--- src/rtl/tlc_pkg.sv ---
// Shared constants for the four-way traffic light controller and its sensor conditioning front end.
package tlc_pkg;

    localparam int unsigned NUM_LANES = 4;

    localparam int unsigned LANE_A = 0;
    localparam int unsigned LANE_B = 1;
    localparam int unsigned LANE_C = 2;
    localparam int unsigned LANE_D = 3;

    // Sensor conditioning defaults
    localparam int unsigned DEB_DEFAULT   = 16;
    localparam int unsigned STUCK_DEFAULT = 1000;

    // Controller phase timing defaults, in clock cycles
    localparam int unsigned T_MIN_GREEN = 10;
    localparam int unsigned T_MAX_GREEN = 60;
    localparam int unsigned T_YELLOW    = 4;
    localparam int unsigned T_ALL_RED   = 2;

    typedef logic [NUM_LANES-1:0] lane_vec_t;

endpackage

--- src/rtl/tlc_lane_cond.sv ---
// One lane of detector conditioning: 2-flop synchroniser, debouncer,
// pending-request latch and stuck-occupied detector.
module tlc_lane_cond
    import tlc_pkg::*;
#(
    parameter int unsigned DEB   = DEB_DEFAULT,
    parameter int unsigned STUCK = STUCK_DEFAULT
) (
    input  logic clk,
    input  logic rst_n,
    input  logic det,
    input  logic green,
    input  logic fault_clr,
    output logic req,
    output logic fault,
    output logic db_level
);

    localparam int unsigned DW = $clog2(DEB);
    localparam int unsigned SW = $clog2(STUCK + 1);

    logic          sync1;
    logic          sync2;
    logic          green_prev;
    logic [DW-1:0] db_cnt;
    logic [SW-1:0] stuck_cnt;

    logic db_toggle_c;
    logic db_rise_c;
    logic stuck_hit_c;
    logic stuck_sat_c;

    assign db_toggle_c = (sync2 != db_level) && (db_cnt == DW'(DEB - 1));
    assign db_rise_c   = db_toggle_c && !db_level;
    assign stuck_sat_c = (stuck_cnt == SW'(STUCK));
    assign stuck_hit_c = db_level && (stuck_cnt == SW'(STUCK - 1));

    always_ff @(posedge clk or negedge rst_n) begin
        if (!rst_n) begin
            sync1      <= 1'b0;
            sync2      <= 1'b0;
            green_prev <= 1'b0;
            db_cnt     <= '0;
            db_level   <= 1'b0;
            stuck_cnt  <= '0;
            fault      <= 1'b0;
            req        <= 1'b0;
        end else begin
            sync1      <= det;
            sync2      <= sync1;
            green_prev <= green;

            // Debounce: level changes only after DEB consecutive disagreeing samples
            if (sync2 == db_level) begin
                db_cnt <= '0;
            end else if (db_toggle_c) begin
                db_level <= ~db_level;
                db_cnt   <= '0;
            end else begin
                db_cnt <= db_cnt + DW'(1);
            end

            // Stuck detector; an explicit clear beats the saturating increment
            if (fault_clr) begin
                stuck_cnt <= '0;
                fault     <= 1'b0;
            end else if (!db_level) begin
                stuck_cnt <= '0;
            end else if (!stuck_sat_c) begin
                stuck_cnt <= stuck_cnt + SW'(1);
                if (stuck_hit_c) begin
                    fault <= 1'b1;
                end
            end

            // Green services the request; a faulted lane is always requested when red
            if (green) begin
                req <= 1'b0;
            end else if (fault || db_rise_c || (db_level && green_prev)) begin
                req <= 1'b1;
            end
        end
    end

endmodule

--- src/rtl/tlc_sensor_cond.sv ---
// Four-lane vehicle-loop conditioning stage feeding the traffic light controller sensor inputs.
module tlc_sensor_cond
    import tlc_pkg::*;
#(
    parameter int unsigned DEB   = DEB_DEFAULT,
    parameter int unsigned STUCK = STUCK_DEFAULT
) (
    input  logic                 clk,
    input  logic                 rst_n,
    input  logic [NUM_LANES-1:0] det_raw,
    input  logic                 Ga,
    input  logic                 Gb,
    input  logic                 Gc,
    input  logic                 Gd,
    input  logic                 fault_clr,
    output logic                 Sa,
    output logic                 Sb,
    output logic                 Sc,
    output logic                 Sd,
    output logic [NUM_LANES-1:0] fault,
    output logic [NUM_LANES-1:0] db_level
);

    lane_vec_t green;
    lane_vec_t req;

    assign green[LANE_A] = Ga;
    assign green[LANE_B] = Gb;
    assign green[LANE_C] = Gc;
    assign green[LANE_D] = Gd;

    for (genvar i = 0; i < NUM_LANES; i++) begin : g_lane
        tlc_lane_cond #(
            .DEB   (DEB),
            .STUCK (STUCK)
        ) u_lane (
            .clk       (clk),
            .rst_n     (rst_n),
            .det       (det_raw[i]),
            .green     (green[i]),
            .fault_clr (fault_clr),
            .req       (req[i]),
            .fault     (fault[i]),
            .db_level  (db_level[i])
        );
    end

    assign Sa = req[LANE_A];
    assign Sb = req[LANE_B];
    assign Sc = req[LANE_C];
    assign Sd = req[LANE_D];

endmodule

--- config.mk ---
export PLATFORM = sky130hd
export DESIGN_NAME = tlc_sensor_cond
export DESIGN_NICKNAME = d
export VERILOG_FILES = /design/src/rtl/tlc_pkg.sv /design/src/rtl/tlc_lane_cond.sv /design/src/rtl/tlc_sensor_cond.sv
export SDC_FILE = /design/constraint.sdc
export NUM_CORES = 1
export LEC_CHECK = 0
export CORE_MARGIN = 3
export CORE_UTILIZATION = 55
export CTS_BUF_LIST = sky130_fd_sc_hd__clkbuf_4
export DETAILED_ROUTE_END_ITERATION = 12
export GPL_TIMING_DRIVEN = 0
export PLACE_DENSITY = 0.78
export SYNTH_ARGS = -nofsm -noshare
export SYNTH_HDL_FRONTEND = slang
export SYNTH_SLANG_ARGS = --single-unit
export TNS_END_PERCENT = 30
--- constraint.sdc ---
create_clock -name clk -period 1.26 [get_ports clk]
set_input_delay 0.315 -clock clk [delete_from_list [all_inputs] [get_ports clk]]
set_output_delay 0.315 -clock clk [all_outputs]
set_load 0.05 [all_outputs]
# == Yosys cells after proc, flatten, opt, wreduce, memory -nomap -nowiden ==
# Index checks and enable logic that the tools add are counted.
# classes
eq_ne,28
add_sub_neg,8
bitwise_logic,8
n_mux,44
reduce_logical,48
# op_table
op,n
$mux W10,12
$eq A10 B10 Y1 const B,8
$add A10 B1 Y10 const B,4
$mux W4,8
$mux W1,24
$reduce_bool A2 Y1,12
$add A4 B1 Y4 const B,4
$eq A4 B4 Y1 const B,4
$logic_and A1 B1 Y1,16
$ne A3 B3 Y1 const B,4
$reduce_and A3 Y1,4
$logic_or A1 B1 Y1,8
$ne A2 B2 Y1 const B,4
$not A1 Y1,8
$reduce_and A2 Y1,4
$eq A1 B1 Y1,4
$logic_not A1 Y1,4
$ne A1 B1 Y1,4
# word_totals
out_inout_bits,12
reg_bits,80
in_bits,11
wordCells,168

# == Depth between registers and ports, before layout ==
# Gate-level depths: netlist of run 1.
# depth
ltp_word,7
depth_mapped,6
mapped_depth_nobuf,6

# == Cells and area by module ==
# A second synthesis of run 1 with hierarchy kept.
# unflattened
hier_cells,356
area_unflattened_um2,3703.6
# modules_own_cells
module,seq_area_each_um2,area_each_um2,n_inst,cells_each
tlc_lane_cond,500.5,925.9,4,89

# == Worst setup path after synthesis of run 1 ==
# No wires, ideal clock.
# synth_timing
kind,register -> register
start,register g_lane[1].u_lane.stuck_cnt[0]
end,register g_lane[1].u_lane.stuck_cnt[2]
setup_time_ps,77
required_time_ps,1183
path_slack_ps,-118
path_buffers,0
t_arrival_ps,1301
synth_period_minus_slack_ps,1378
path_stages_with_launch,7
cell_sequence,dfrtp_1 -> inv_1 -> ha_1 -> nand2_1 -> nor4_4 -> or3b_2 -> a21oi_1
# synth_via
elab_chain_cells,4
word_cells_on_any_way,6
classes_between,1 x add/sub; 2 x eq/ne; 3 x mux
# synth_rtl
item,line,source
start: declaration,tlc_lane_cond.sv:26,logic [SW-1:0] stuck_cnt;
start signal: assignment,tlc_lane_cond.sv:70,stuck_cnt <= stuck_cnt + SW'(1);
$add A10 B1 Y10,tlc_lane_cond.sv:70,
$mux W10,tlc_lane_cond.sv:69,end else if (!stuck_sat_c) begin
$mux W10,tlc_lane_cond.sv:67,end else if (!db_level) begin
$mux W10,tlc_lane_cond.sv:64,if (fault_clr) begin
# Several ways; a longest one is shown, not always the timed one. The select of a mux whose other input is x is not followed.
# A chain may end at the register's enable or synchronous reset.

# == Worst setup path in the final report of run 1 ==
# layout_timing
start,register g_lane[2].u_lane.stuck_cnt[0]
end,register g_lane[2].u_lane.stuck_cnt[2]
# layout_via
elab_chain_cells,4
word_cells_on_any_way,6
classes_between,1 x add/sub; 2 x eq/ne; 3 x mux
# layout_rtl
item,line
start: declaration,tlc_lane_cond.sv:26
start signal: assignment,tlc_lane_cond.sv:70
$add A10 B1 Y10,tlc_lane_cond.sv:70
$mux W10,tlc_lane_cond.sv:69
$mux W10,tlc_lane_cond.sv:67
$mux W10,tlc_lane_cond.sv:64
# Several ways; a longest one is shown, not always the timed one. The select of a mux whose other input is x is not followed.

==> results.yml, run 1 <==
outcome:
  status: "finished with violations"
  violations: "negative setup slack"
place:
  gp_congestion: 0.8041
  dp_hpwl_mm: 4.451
  place_area_um2: 4034
  io_buffers: 22
cells_and_area:
  regArea_um2: 2013
  n_antenna_cell: 0
  synthToLayoutAreaGrowth_pct: 25.37
  drive_above_1_share_pct: 30.28
  fill_cells: 437
  final_common_cell: "dfrtp_1"
  final_nets: 412
  multi_input_area_um2: 1838
  layout_common_cells: "dfrtp_1 (71), nor2_1 (38), xnor2_1 (24)"
  final_area_um2: 4607
  final_util_pct: 71.73
pwr:
  p_clk_share_pct: 33.8
  p_sw_mw: 1.019
  p_sw_share_pct: 23.51
  power_density_nw_per_um2: 940.7
  p_seq_share_pct: 61.6
  comb_power_share_pct: 4.5
  leakagePower_nw: 1.771
  total_power_mw: 4.334
  peakVddDrop_uv: 736.2
  internal-power_mw: 3.315
cts:
  cts_buffer_depth: 2
  htreeDepth: 3
  root_buffer: "clkbuf_4"
  clk_pin_slew_ns: 0.13
  cts_sinks: 80
  cts-buffers-inserted: 9
  clock_latency_ns: 0.43
  cts_tree: "yes"
die:
  rows: 29
  initial_utilization_pct: 57.22
  core_um2: 6422
  ios: 23
  die_h_um: 87.74
  dieArea_um2: 7698
  die_w_um: 87.74
synthesis:
  synth.avg_cell_area_um2: 10.65
  synth_nets: 368
  ys_seq_area_share_pct: 54.48
  synth_ff_type: "dfrtp_1"
  syn_inst: 345
  ys_async_sr_fraction_pct: 100.0
  synth_area_um2: 3675
  ys_types: 39
  ys_warn_count: 0
  synth_seq_cells: 80
  synth_edf_count: 0
worst_setup_path:
  worst-path-max-fanout: 5
  end_kind: "flop"
  reg2reg_from: "g_lane[2].u_lane.stuck_cnt[0]"
  path_class: "reg -> reg"
  crit_arrival_ns: 1.77
  cp-start-kind: "flop"
  reg2reg_depth: 6
  required_ns: 1.56
  r2r_slack_ns: -0.21
  reg2reg_to: "g_lane[2].u_lane.stuck_cnt[2]"
route:
  detail_route.iter0.violations: 116
  drc_errors: 0
  viasPerCell: 5.562
  drt-wirelength-per-cell_um: 15.11
  drtAntennaViolNets: 0
  drt-total-wl_mm: 7.100
  drt_pass1_iterations: 4
  vias: 2614
min_path:
  hold_end: "g_lane[3].u_lane.sync1"
  hold_path_depth: 1
  min_from: "det_raw[3]"
  hold_class: "in -> reg"
global_route:
  grt_usage_pct: 19.70
  grt_first_pass_wirelength_mm: 11.83
  antenna_found_initial: 0
  gr-total-overflow: 0
  grt_start_max_net_pins: 47
  grt_pass1_vias: 2681
timing:
  rsz0062_at_grt: "true"
  finalCriticalPeriod_ns: 1.475
  relSlewSlack_pct: 68.78
  setup_viol: 30
  maxSlewViolCount: 0
  min_period_over_period_pct: 117.1
  final.setup_skew_ns: 0.02184
  setup_ws_ns: -0.2149
  final_hold_viol_count: 0
  max_freq_mhz: 678.0
  max_slew.worst_pin.slew_ns: 0.4683
  whs_ns: 0.3141
flow_run:
  max_cap_viol_count: 0
==> sequential cells by signal, summed over array words and instances, names as in the netlist <==
| signal | flops |
|---|---|
| g_lane.u_lane.db_cnt | 16 |
| g_lane.u_lane.req | 4 |
| g_lane.u_lane.green_prev | 4 |
| g_lane.u_lane.stuck_cnt | 40 |
| g_lane.u_lane.sync2 | 4 |
| g_lane.u_lane.fault | 4 |
| g_lane.u_lane.sync1 | 4 |
| g_lane.u_lane.db_level | 4 |
==> cell type report <==
type | count | area share, %
clock buffers | 10 | 1.630
plain buffers | 6 | 1.059
repair buffers | 41 | 9.261
multi-input cells | 235 | 39.90
flip-flops and latches | 80 | 43.70
inverters | 16 | 1.304
well taps | 77 | 2.091
clock inverters | 5 | 1.059
==> Yosys cell counts (2+ instances only) <==
| cell | n | share of area [%] |
|---|---|---|
| a21oi_1 | 19 | 2.6 |
| a31oi_1 | 4 | 0.68 |
| and2_1 | 2 | 0.34 |
| and3_1 | 6 | 1.0 |
| buf_4 | 9 | 1.8 |
| clkbuf_1 | 4 | 0.41 |
| dfrtp_1 | 80 | 54 |
| ha_1 | 12 | 4.1 |
| inv_1 | 16 | 1.6 |
| mux2_2 | 3 | 0.92 |
| mux2i_1 | 2 | 0.54 |
| nand2_1 | 19 | 1.9 |
| nand2b_1 | 8 | 1.4 |
| nand3_1 | 12 | 1.6 |
| nand3b_1 | 8 | 1.6 |
| nand4_1 | 5 | 0.85 |
| nand4b_1 | 6 | 1.4 |
| nand4bb_1 | 2 | 0.61 |
| nor2_1 | 38 | 3.9 |
| nor2b_1 | 4 | 0.68 |
| nor3_1 | 17 | 2.3 |
| nor3b_1 | 4 | 0.82 |
| nor4bb_1 | 2 | 0.54 |
| o21ai_0 | 13 | 1.8 |
| o31ai_1 | 2 | 0.41 |
| or3_1 | 5 | 0.85 |
| xnor2_1 | 24 | 5.7 |
| xor2_1 | 8 | 1.9 |
==> worst max-delay path, stage by stage (launching register included) <==
cell and delay (ns):
dfrtp_1 0.43, inv_2 0.07, ha_1 0.15, nor4bb_4 0.18, nand4bb_1 0.26, nand3b_1 0.18
a21oi_1 0.07
==> power by group through the flow <==
stage / registers [mW] / logic, mW / clock network, mW
final: 2.67 / 0.196 / 1.47
after global routing: 2.68 / 0.226 / 1.60
after CTS: 2.66 / 0.195 / 1.48
after detailed placement: 2.71 / 0.182 / 0
after global placement: 2.71 / 0.166 / 0
after floorplan: 2.70 / 0.0702 / 0
==> worst max path at each step <==
stage,startpoint,cells after the start,slack (ns),endpoint
3_5_place_dp,fault_clr,6,-0.74,g_lane[2].u_lane.stuck_cnt[0]
6_report,g_lane[2].u_lane.stuck_cnt[0],6,-0.21,g_lane[2].u_lane.stuck_cnt[2]
3_3_place_gp,rst_n,1,-2.87,g_lane[3].u_lane.db_cnt[3]
4_1_cts,g_lane[0].u_lane.db_level,2,-0.18,db_level[0]
2_1_floorplan,g_lane[1].u_lane.stuck_cnt[1],6,-0.02,g_lane[1].u_lane.stuck_cnt[1]
5_1_grt,g_lane[2].u_lane.stuck_cnt[1],6,-0.31,g_lane[2].u_lane.stuck_cnt[1]
==> metrics by stage <==
step / cells / setup WS, ns / setup TNS [ns]
after floorplan: 345 / -0.01756 / -0.06968
after global placement: 444 / -2.872 / -252.81
after CTS: 464 / -0.1835 / -2.724
after detailed placement: 445 / -0.7368 / -23.53
final: 470 / -0.2149 / -2.727
after global routing: 470 / -0.3063 / -5.205
==> logic make-up after synthesis <==
family,Yosys count,synth area share [%]
DFF,80,54.48
AOI/OAI and AO/OA,42,6.333
xor gates and xnor gates,32,7.627
muxes,5,1.464
adders and majority gates,12,4.086
buffers and inverters,30,4.017
and+or+nand+nor,144,22.00
==> timing repair <==
| item | CTS | global route |
|---|---|---|
| hold endpoints to repair | 34 | 0 |
| hold buffers | 1 | 0 |
| buffers inserted | 11 | 6 |
| gates cloned | 0 | 0 |
| setup endpoints to repair | 50 | 53 |
| gates resized for setup | 128 | 43 |
| pin swaps | 14 | 14 |
==> routing by layer <==
metal	global-route usage, %	vias to the layer above	routed length [um]
met5	0	-	0
met4	8.508	0	122
met3	3.951	10	146
met2	31.85	26	3526
met1	25.91	1309	3305
li1	-	1269	-
(Power assumes the default switching activity.)
==> run 2: changes to the inputs <==
CTS_BUF_LIST = sky130_fd_sc_hd__clkbuf_4 sky130_fd_sc_hd__clkbuf_8   (was sky130_fd_sc_hd__clkbuf_4)
==> run 2 against run 1 <==
Critical endpoint is now g_lane[3].u_lane.stuck_cnt[0]. Maximum frequency shrank 3.7%. Wire length increased by 3.6%. Global-route usage increased by 0.27 points. First-iteration DRC count grew 28%. Core utilization is 2.3 points higher. The run still ends with negative setup slack left. Flip-flop and latch count unchanged. Via count down 0.19%. Largest power group unchanged.
==> results.yml, run 2 (synthesis results as in run 1) <==
outcome:
  status: "finished with violations"
  violations: "negative setup slack"
route:
  viasPerCell: 5.481
  drt_pass1_iterations: 4
  routed-wl-met2_mm: 3.637
  detail_route.iter0.violations: 148
  wl_met1_mm: 3.422
  drc_errors: 0
  drt-wirelength-per-cell_um: 15.45
  top_layer: "met4"
  wl_met3_um: 174
  drtAntennaViolNets: 0
  vias: 2609
  drt-total-wl_mm: 7.354
cts:
  cts-buffers-inserted: 9
  htreeDepth: 3
  root_buffer: "clkbuf_8"
  clock_latency_ns: 0.36
  cts_tree: "yes"
  cts_buffer_depth: 2
  clk_pin_slew_ns: 0.08
  cts_sinks: 80
place:
  dp_hpwl_mm: 4.451
  pre_cts_ws_ns: -0.7368
  dp_cells: 445
  io_buffers: 22
  gp_congestion: 0.8041
timing:
  relSlewSlack_pct: 69.15
  min_period_over_period_pct: 121.6
  finalCriticalPeriod_ns: 1.532
  maxSlewViolCount: 0
  final_hold_viol_count: 0
  setup_ws_ns: -0.2722
  final.setup_skew_ns: 0.01243
  setup_viol: 23
  rsz0062_at_grt: "true"
  max_slew.worst_pin.slew_ns: 0.4628
  max_freq_mhz: 652.7
cells_and_area:
  reg_top3: "g_lane.u_lane.stuck_cnt (40), g_lane.u_lane.db_cnt (16)"
  final_common_cell: "dfrtp_1"
  largest_register: "g_lane.u_lane.stuck_cnt"
  final-instance-count-excl-fill: 476
  layout_common_cells: "dfrtp_1 (70), nor2_1 (38), xnor2_1 (24)"
  final_nets: 418
  fill_cells: 393
  final_util_pct: 73.99
  n_antenna_cell: 0
  largest_reg_flops: 40
  synthToLayoutAreaGrowth_pct: 29.32
  drive_above_1_share_pct: 32.83
min_path:
  hold_end: "g_lane[2].u_lane.sync2"
  min_from: "g_lane[2].u_lane.sync1"
  hold_path_depth: 0
  hold_class: "reg -> reg"
global_route:
  gr-total-overflow: 0
  antenna_found_initial: 0
  grt_start_max_net_pins: 47
  grt_pass1_vias: 2691
  grt_usage_pct: 19.97
  grt_first_pass_wirelength_mm: 11.96
die:
  core_um2: 6422
  initial_utilization_pct: 57.22
  ios: 23
  dieArea_um2: 7698
  rows: 29
  die_w_um: 87.74
  die_h_um: 87.74
worst_setup_path:
  end_kind: "flop"
  cp-start-kind: "flop"
  critPathLaunch: "g_lane[3].u_lane.stuck_cnt[0]"
  reg2reg_depth: 5
  crit_arrival_ns: 1.78
  path_class: "reg -> reg"
  worst-path-max-fanout: 5
  reg2reg_to: "g_lane[3].u_lane.stuck_cnt[0]"
  r2r_slack_ns: -0.27
  required_ns: 1.51
  reg2reg_from: "g_lane[3].u_lane.stuck_cnt[0]"
pwr:
  p_seq_share_pct: 56.3
  p_sw_mw: 1.053
  power_density_nw_per_um2: 996.4
  leakagePower_nw: 1.825
  p_sw_share_pct: 22.24
  comb_power_share_pct: 4.1
  peakVddDrop_uv: 689.5
  p_clk_share_pct: 39.5
  internal-power_mw: 3.682
flow_run:
  max_cap_viol_count: 0
run 2: layer usage:
metal  GRT usage, %  vias up
met2          32.74       24
met3          3.387        9
met5              0        -
met4          9.344        0
met1          25.94     1300
li1               -     1276
run 2: through the flow:
| stage | hold WS (ns) | total power, mW | TNS, ns | area (um2) |
|---|---|---|---|---|
| finish | 0.3543 | 4.735 | -2.187 | 4752 |
| global route | 0.3602 | 4.918 | -4.348 | 4752 |
| CTS | 0.3551 | 4.755 | -1.382 | 4502 |
| detailed placement | 0.3005 | 2.890 | -23.53 | 4034 |
| global placement | 0.3317 | 2.871 | -252.81 | 4009 |
| floorplan | 0.01941 | 2.768 | -0.06968 | 3692 |
run 2: worst max path at each step:
stage,to,slack [ns],cells past startpoint
floorplan,g_lane[1].u_lane.stuck_cnt[1],-0.02,6
global placement,g_lane[3].u_lane.db_cnt[3],-2.87,1
detailed placement,g_lane[2].u_lane.stuck_cnt[0],-0.74,6
CTS,g_lane[1].u_lane.stuck_cnt[1],-0.12,4
global route,g_lane[3].u_lane.stuck_cnt[0],-0.32,5
finish,g_lane[3].u_lane.stuck_cnt[0],-0.27,5
run 2: area by class of cell:
cell class                      instances  area [um2]  area share [%]
Multi-Input combinational cell        235        1862           39.18
Clock buffer                           11       145.1           3.054
Sequential cell                        80        2014           42.39
Timing Repair Buffer                   47       483.0           10.16
Clock inverter                          4       45.04          0.9479
Inverter                               16       60.06           1.264
Buffer                                  6       46.29          0.9742
Tap cell                               77       96.34           2.027
run 2: critical path, cell delays in order, from the launching register on:
cell and delay (ns):
dfrtp_1 0.42, inv_2 0.09, ha_4 0.12, nor4bb_4 0.17, nand4bb_1 0.29, o31ai_1 0.34
run 2: repair_timing:
action | 4_1_cts | 5_1_grt
pin swaps | 16 | 16
hold endpoints to repair | 34 | 0
setup buffers | 16 | 7
gates resized for setup | 134 | 45
setup endpoints to repair | 49 | 50
hold buffers | 1 | 0
run 2: power by group through the flow:
stage | sequential (mW) | clock [mW] | combinational (mW)
floorplan | 2.70 | 0 | 0.0702
global placement | 2.71 | 0 | 0.166
detailed placement | 2.71 | 0 | 0.182
CTS | 2.66 | 1.90 | 0.193
global route | 2.67 | 2.02 | 0.226
finish | 2.67 | 1.87 | 0.195
